[config.mk]
export PLATFORM = sky130hd
export DESIGN_NAME = rf_write_arbiter
export DESIGN_NICKNAME = d
export VERILOG_FILES = /design/src/rtl/rf_write_arbiter.sv
export SDC_FILE = /design/constraint.sdc
export NUM_CORES = 1
export LEC_CHECK = 0
export CORE_ASPECT_RATIO = 1.75
export CORE_UTILIZATION = 57
export CTS_CLUSTER_SIZE = 16
export DETAILED_ROUTE_END_ITERATION = 8
export PLACE_DENSITY = 0.95
export SLEW_MARGIN = 40
export SYNTH_ARGS = -nofsm -noshare
export SYNTH_HDL_FRONTEND = slang
export SYNTH_SLANG_ARGS = --single-unit
[constraint.sdc]
create_clock -name clk -period 7.9 [get_ports clk]
set_input_delay 0.79 -clock clk [delete_from_list [all_inputs] [get_ports clk]]
set_output_delay 0.79 -clock clk [all_outputs]
set_load 0.03 [all_outputs]
[src/rtl/rf_write_arbiter.sv]
// Register-file write-port arbiter: writeback (port A) has strict priority; port B
// results are buffered in an in-order FIFO and drained into idle write slots.
module rf_write_arbiter #(
    parameter int DEPTH    = 4,
    parameter int MAX_WAIT = 8
) (
    input  logic                     clk,
    input  logic                     reset,
    input  logic                     a_we,
    input  logic [4:0]               a_addr,
    input  logic [31:0]              a_data,
    input  logic                     b_valid,
    output logic                     b_ready,
    input  logic [4:0]               b_addr,
    input  logic [31:0]              b_data,
    output logic                     rf_reg_write,
    output logic [4:0]               rf_write_addr,
    output logic [31:0]              rf_write_data,
    input  logic [4:0]               chk_addr_1,
    input  logic [4:0]               chk_addr_2,
    output logic                     pend_hit,
    output logic                     bubble_req,
    output logic [$clog2(DEPTH):0]   fifo_count
);
    localparam int AW = $clog2(DEPTH);
    localparam int CW = AW + 1;
    localparam int WW = $clog2(MAX_WAIT) + 1;

    logic             active;
    logic [AW-1:0]    rd_ptr;
    logic [AW-1:0]    wr_ptr;
    logic [CW-1:0]    count;
    logic [WW-1:0]    wait_cnt;
    logic [DEPTH-1:0] ent_vld;
    logic [4:0]       addr_mem [DEPTH];
    logic [31:0]      data_mem [DEPTH];

    logic a_wr;
    logic fifo_ne;
    logic pop;
    logic push;
    logic b_hs;
    logic blocked;

    // active holds every output low while reset is asserted and for the release cycle
    assign a_wr       = active & a_we & (a_addr != 5'd0);
    assign fifo_ne    = (count != '0);
    assign pop        = active & ~a_wr & fifo_ne;
    assign b_ready    = active & ((count < CW'(DEPTH)) | pop);
    assign b_hs       = b_valid & b_ready;
    assign push       = b_hs & (b_addr != 5'd0);
    assign blocked    = a_wr & fifo_ne;
    assign fifo_count = count;

    always_comb begin
        rf_reg_write  = 1'b0;
        rf_write_addr = 5'd0;
        rf_write_data = 32'd0;
        if (a_wr) begin
            rf_reg_write  = 1'b1;
            rf_write_addr = a_addr;
            rf_write_data = a_data;
        end else if (pop) begin
            rf_reg_write  = 1'b1;
            rf_write_addr = addr_mem[rd_ptr];
            rf_write_data = data_mem[rd_ptr];
        end
    end

    // Hazard check covers queued entries plus the entry being accepted this cycle
    always_comb begin
        pend_hit = 1'b0;
        for (int i = 0; i < DEPTH; i++) begin
            if (ent_vld[i] &&
                (((chk_addr_1 != 5'd0) && (addr_mem[i] == chk_addr_1)) ||
                 ((chk_addr_2 != 5'd0) && (addr_mem[i] == chk_addr_2))))
                pend_hit = 1'b1;
        end
        if (b_hs &&
            (((chk_addr_1 != 5'd0) && (b_addr == chk_addr_1)) ||
             ((chk_addr_2 != 5'd0) && (b_addr == chk_addr_2))))
            pend_hit = 1'b1;
    end

    always_ff @(posedge clk or posedge reset) begin
        if (reset) begin
            active     <= 1'b0;
            rd_ptr     <= '0;
            wr_ptr     <= '0;
            count      <= '0;
            wait_cnt   <= '0;
            ent_vld    <= '0;
            bubble_req <= 1'b0;
        end else begin
            active <= 1'b1;
            if (push)
                wr_ptr <= wr_ptr + AW'(1);
            if (pop)
                rd_ptr <= rd_ptr + AW'(1);
            if (push && !pop)
                count <= count + CW'(1);
            else if (pop && !push)
                count <= count - CW'(1);
            // When full, push and pop share a slot; the push must win
            if (pop)
                ent_vld[rd_ptr] <= 1'b0;
            if (push)
                ent_vld[wr_ptr] <= 1'b1;

            bubble_req <= 1'b0;
            if (!blocked) begin
                wait_cnt <= '0;
            end else if (wait_cnt == WW'(MAX_WAIT - 1)) begin
                bubble_req <= 1'b1;
                wait_cnt   <= '0;
            end else begin
                wait_cnt <= wait_cnt + WW'(1);
            end
        end
    end

    // Payload storage carries no reset; ent_vld qualifies every read
    always_ff @(posedge clk) begin
        if (push) begin
            addr_mem[wr_ptr] <= b_addr;
            data_mem[wr_ptr] <= b_data;
        end
    end

endmodule

==> results.md, run 1 <==
* Core area at 12500 um2
* GP Congestion at 0.870
* Post-CTS Setup Bufs at 0
* Max_slew headroom at 49.0%
* Grt ovf at 0
* Sequential Area at 4870 um2
* DRT antenna net count at 0
* Nature of the critical path endpoint: output pin
* Sum of negative setup slack at 0 ps
* Pin count of the biggest net entering global routing at 46
* CP required at 7110 ps
* Filler cell count at 698
* Initial DRC count at 343
* Tcrit/Tclk final at 58.0%
* Total global-route track usage at 26.6%
* Status: finished clean
* Top delay family on crit path: simple AND/OR/NAND/NOR gates
* Yosys top cell by area: edfxtp_1
* Clk sink count at 165
* CTS H-tree lvls at 4
* Max Clock Freq at 218 MHz
* Row cnt at 54
* Final Core Density at 75.3%
* Mapped Avg Cell Area at 17.5 um2
* Max-cap viol count at 0
* Critical Path Most Common Cell: clkdlybuf4s50_1
* CP peak stage delay at 690 ps
* Mapped Cells at 416
* Share of cells above drive strength 1 at 15.6%
* Synthesized area at 7300 um2
* DRC errors left at 0
* Yosys warns at 0
* RSZ-0062 raised after global routing: no
* Drt total wl at 16.8 mm
* Most used DFF post-synth: edfxtp_1
* Most frequent cell after synthesis: edfxtp_1
* Cell area power density at 306 nW/um2
* Port Buffer Count at 131
* Synth cell count leaders: 148 x edfxtp_1, 42 x xnor2_1, 37 x a22o_1, 37 x mux4_2, 17 x dfrtp_1
* Fin nets at 645
* Resized cells post-CTS at 0
* Critical-path top delay cell: clkdlybuf4s50_1
* Area grow syn2layout at 28.9%
* CTS Buffer Depth at 2
* Sequential element share of the synthesized area at 66.7%
* Path category of the worst min-delay check: flip-flop to flip-flop
* Distinct cells, synth at 42
* Initial core utilization at 58.4%
* Root buffer cell: clkbuf_16
* Pleak at 3.19 nW
* Finished Layout Cells at 728
* Boundary pin count at 132
* Vias at 4392
* Die Y at 152 um
* Async SR Flop Fraction at 10.3%
* Worst-Skew Late Latency at 420 ps
* Post-DR wirelength/cell at 23.0 um
* # setup viols final at 0
* Vias in the first global route at 4559
* Worst path bufs/invs at 2
* Count of pins over their slew limit at 0
* CTS Hold Bufs at 0
* CTS buffer count at 17
* Yosys reg bits at 165
* Cells along the critical path: clkdlybuf4s50_1, or4_4, o21a_4, nor2_8, a22o_1, clkdlybuf4s50_1
* First-pass GRT wire length at 24.9 mm
* Period minus WS final at 4580 ps
* Critical path peak fanout at 45
* Worst Path Class, Setup: primary input to output pin
* WP data arrival at 3790 ps
* Reg2Reg Setup Slack at 5120 ps
* Die width at 87.5 um
* Power Total at 2.88 mW
* Clk slew on worst S/H paths at 70 ps
* Area of the multi-input gates at 2270 um2
* First-pass iteration count of the detailed router at 4
* HPWL after DPL at 11.1 mm
* Antenna violations before repair at 0
* Die area at 13300 um2
* Peak VDD IR at 0.000214 V
* Placed insts at 695
* Final Hold Fails at 0
* CP startpoint kind: primary input
* TritonCTS clock tree: done
* Mapped Nets at 515
* Worst Clk Skew at 8.69 ps
* EDFF count, synth at 148
* DR vias/cell at 6.03
* Slew at the pin closest to its max-slew limit at 765 ps
* Top cells by area, synth: edfxtp_1 61%, mux4_2 11%, dfrtp_1 5.8%
* Top-area cell type share of the netlist area at 60.9%
-- cell usage in the layout (no fill, tap or decap), types with 2 or more instances in the layout --
cell / netlist / layout
clkdlybuf4s50_1: 0 / 131
inv_1: 12 / 12
clkinv_8: 0 / 5
nand3_1: 11 / 11
o22ai_1: 2 / 2
a22o_1: 37 / 37
buf_4: 4 / 4
nor2_4: 0 / 4
clkbuf_16: 0 / 17
inv_6: 0 / 2
dfrtp_1: 17 / 15
a21o_1: 4 / 4
and2_1: 2 / 2
o211ai_1: 5 / 5
nor4_1: 6 / 6
ha_1: 10 / 10
nor2_1: 11 / 7
clkinvlp_4: 0 / 2
nand2_1: 8 / 8
nor3_1: 2 / 2
o21ai_0: 2 / 2
xor2_1: 14 / 14
xnor2_1: 42 / 42
inv_8: 0 / 4
edfxtp_1: 148 / 148
or4_1: 2 / 2
mux4_2: 37 / 37
buf_16: 0 / 2
-- registers in the layout, summed over array words and instances (netlist names) --
| name | count |
|---|---|
| wait_cnt | 4 |
| active | 1 |
| rd_ptr | 2 |
| fifo_count | 3 |
| ent_vld | 4 |
| wr_ptr | 2 |
| bubble_req | 1 |
| addr_mem | 20 |
| data_mem | 128 |
-- power by group --
group          internal (mW)  switching (mW)
combinational          0.437           0.463
sequential              1.06          0.0920
clock                  0.430           0.394
total                   1.93           0.949
-- cell families after synthesis --
family	after synthesis	share of synthesized area, %
other	1	0.0514
AND/OR/NAND/NOR	51	3.91
adder cells (fa/ha/maj)	11	1.99
AO/OA/AOI/OAI	55	6.29
flip-flops	165	66.7
XOR/XNOR	56	6.72
multiplexers	39	11.7
buffers and inverters	38	2.59
-- layout make-up --
cell class	count	area share, %
repair buffers	137	14.8
clock buffers	17	4.52
flip-flops and latches	165	51.8
clock inverters	15	1.96
inverters	12	0.479
diodes	1	0.0266
well taps	168	2.23
multi-input cells	213	24.1
-- stage by stage --
step                      instance area, um2  hold WS, ps  worst slack [ps]
after floorplan                         7300          439              4130
after global placement                  8740          449              3500
after detailed placement                8800          481              3350
after CTS                               9410          499              3320
after global routing                    9410          522              3250
final                                   9410          497              3320
-- per-layer routing --
| metal | share of wire, % | routed length, um | up-vias | track usage [%] |
|---|---|---|---|---|
| met1 | 34 | 5740 | 2222 | 30.1 |
| met5 | 0 | 0 | - | 0 |
| met4 | 5.3 | 886 | 0 | 16.2 |
| li1 | - | - | 1907 | - |
| met2 | 56 | 9320 | 205 | 46.4 |
| met3 | 4.8 | 804 | 58 | 4.55 |
-- path summary, 6_finish.rpt --
| path | from | to | depth (start not counted) |
|---|---|---|---|
| max | a_addr[2] | rf_write_data[16] | 6 |
| min | wait_cnt[0] | wait_cnt[0] | 1 |
| max reg2reg | active | fifo_count[1] | 8 |
| min reg2reg | wait_cnt[0] | wait_cnt[0] | 1 |
| max in group asynchronous | reset | rd_ptr[1] | 2 |
| min in group asynchronous | reset | fifo_count[2] | 2 |
Power figures use the tool's default switching activity.
==> run 2: changes to the inputs <==
Settings changed: CORE_UTILIZATION 57 to 48, PLACE_DENSITY 0.95 to 0.88.
Clock period 7.9 ns to 4.2 ns, I/O delays scaled along.
==> run 2 against run 1 <==
Critical path depth unchanged; register-to-register slack worse by 3700 ps; global-route usage down 5.4 points; combinational power up 80%; setup slack worse by 2900 ps; critical path type unchanged; largest cell class unchanged; largest power group unchanged.
==> results.md, run 2 (synthesis gave the netlist of run 1 again) <==
* Nature of the critical path endpoint: output pin
* Worst-Skew Late Latency at 420 ps
* Core area at 14800 um2
* Die Y at 165 um
* Clk sink count at 165
* Fin nets at 647
* Top delay family on crit path: simple AND/OR/NAND/NOR gates
* Worst Path Class, Setup: primary input to output pin
* Peak VDD IR at 0.000297 V
* CTS Buffer Depth at 2
* Pleak at 3.19 nW
* DRT antenna net count at 0
* Root buffer cell: clkbuf_16
* Grt ovf at 0
* Resized cells post-CTS at 0
* TritonCTS clock tree: done
* Clk slew on worst S/H paths at 60 ps
* Worst Clk Skew at 6.76 ps
* Largest regs: data_mem x128, addr_mem x20
* CP required at 3780 ps
* Initial core utilization at 49.2%
* HPWL after DPL at 10.9 mm
* Cells along the critical path: clkdlybuf4s50_1, or4_4, o21a_4, nor2_8, a22o_1, clkdlybuf4s50_1
* RSZ-0062 raised after global routing: no
* DR vias/cell at 5.68
* Period minus WS final at 3780 ps
* Critical path peak fanout at 42
* Max-cap viol count at 0
* Placed insts at 712
* First-pass GRT wire length at 23.5 mm
* Post-DR wirelength/cell at 20.8 um
* Max Clock Freq at 265 MHz
* Row cnt at 59
* Cell area power density at 567 nW/um2
* # setup viols final at 0
* CP startpoint kind: primary input
* Vias at 4234
* Boundary pin count at 132
* Largest register FFs at 128
* Final Core Density at 63.6%
* Most frequent cells in the layout: 148 x edfxtp_1, 131 x clkdlybuf4s50_1, 42 x xnor2_1
* CTS Hold Bufs at 0
* Critical Path Most Common Cell: clkdlybuf4s50_1
* Die area at 15700 um2
* Critical-path top delay cell: clkdlybuf4s50_1
* Share of cells above drive strength 1 at 15.2%
* Drt total wl at 15.5 mm
* Hold_ws at 397 ps
* CTS H-tree lvls at 4
* First-pass iteration count of the detailed router at 4
* Pin count of the biggest net entering global routing at 43
* Die width at 95.2 um
* Path category of the worst min-delay check: primary input to asynchronous set/reset pin
* Vias in the first global route at 4490
* Port Buffer Count at 131
* Initial DRC count at 280
* Max_slew headroom at 55.5%
* Slew at the pin closest to its max-slew limit at 668 ps
* Antenna violations before repair at 0
* Most common cell after layout, fill and taps aside: edfxtp_1
* Finished Layout Cells at 745
* Worst path bufs/invs at 2
* CTS buffer count at 17
* Area grow syn2layout at 29.2%
* Tcrit/Tclk final at 90.0%
* DRC errors left at 0
* Final Hold Fails at 0
* Post-CTS Setup Bufs at 0
* CP peak stage delay at 690 ps
* GP Congestion at 0.928
* WP data arrival at 3360 ps
* Biggest register: data_mem
* Total global-route track usage at 21.2%
* Count of pins over their slew limit at 0
* Sum of negative setup slack at 0 ps
* Status: finished clean
-- run 2: cell types whose count changed in the layout (fill, tap and decap cells not counted), moves of 3 or more --
| cell | change |
|---|---|
| clkinv_8 | -5 |
| buf_12 | +4 |
| inv_8 | -4 |
| bufinv_16 | +3 |
| clkinv_1 | +3 |
-- run 2: worst paths after layout --
check	start	to	slack [ps]	cells past startpoint
setup / recovery	a_addr[2]	rf_write_data[24]	420	6
hold / removal	reset	bubble_req	400	2
setup reg to reg	active	fifo_count[1]	1440	8
hold reg to reg	wait_cnt[0]	wait_cnt[0]	480	1
max in group asynchronous	reset	rd_ptr[1]	3310	2
min in group clk	wait_cnt[0]	wait_cnt[0]	480	1
-- run 2: worst register-to-register path: stages, from the launching register on --
cell and delay [ps]:
dfrtp_1 420, and2_1 210, o21a_4 300, nor2_8 600, inv_1 100, ha_1 250, inv_1 70, fa_1 420
mux2_2 280
-- run 2: area by class of cell --
| class | count | area, um2 |
|---|---|---|
| Multi-Input combinational cell | 213 | 2270 |
| Inverter | 12 | 45.0 |
| Tap cell | 183 | 229 |
| Fill cell | 997 | 5410 |
| Timing Repair Buffer | 139 | 1420 |
| Clock inverter | 14 | 159 |
| Clock buffer | 18 | 429 |
| Sequential cell | 165 | 4870 |
| Antenna cell | 1 | 2.50 |
-- run 2: report_power, final --
group / switching, mW / leakage [nW] / internal [mW]
registers: 0.221 / 1.55 / 1.99
logic: 0.790 / 1.36 / 0.835
clock network: 0.584 / 0.275 / 0.927
-- run 2: through the flow --
step | setup slack, ps | cell area, um2 | power (mW)
after floorplan | 804 | 7300 | 3.26
after global placement | 554 | 8840 | 3.83
after detailed placement | 436 | 8840 | 3.89
after CTS | 433 | 9430 | 5.39
after global routing | 302 | 9430 | 5.57
final | 421 | 9430 | 5.35
-- run 2: layer usage --
metal / share of wire (%) / GRT usage (%) / wire length, um / up-vias
li1: - / - / - / 1901
met1: 34 / 22.8 / 5290 / 2130
met2: 57 / 37.5 / 8900 / 156
met3: 4.6 / 4.85 / 714 / 47
met4: 3.9 / 11.8 / 605 / 0
met5: 0 / 0 / 0 / -
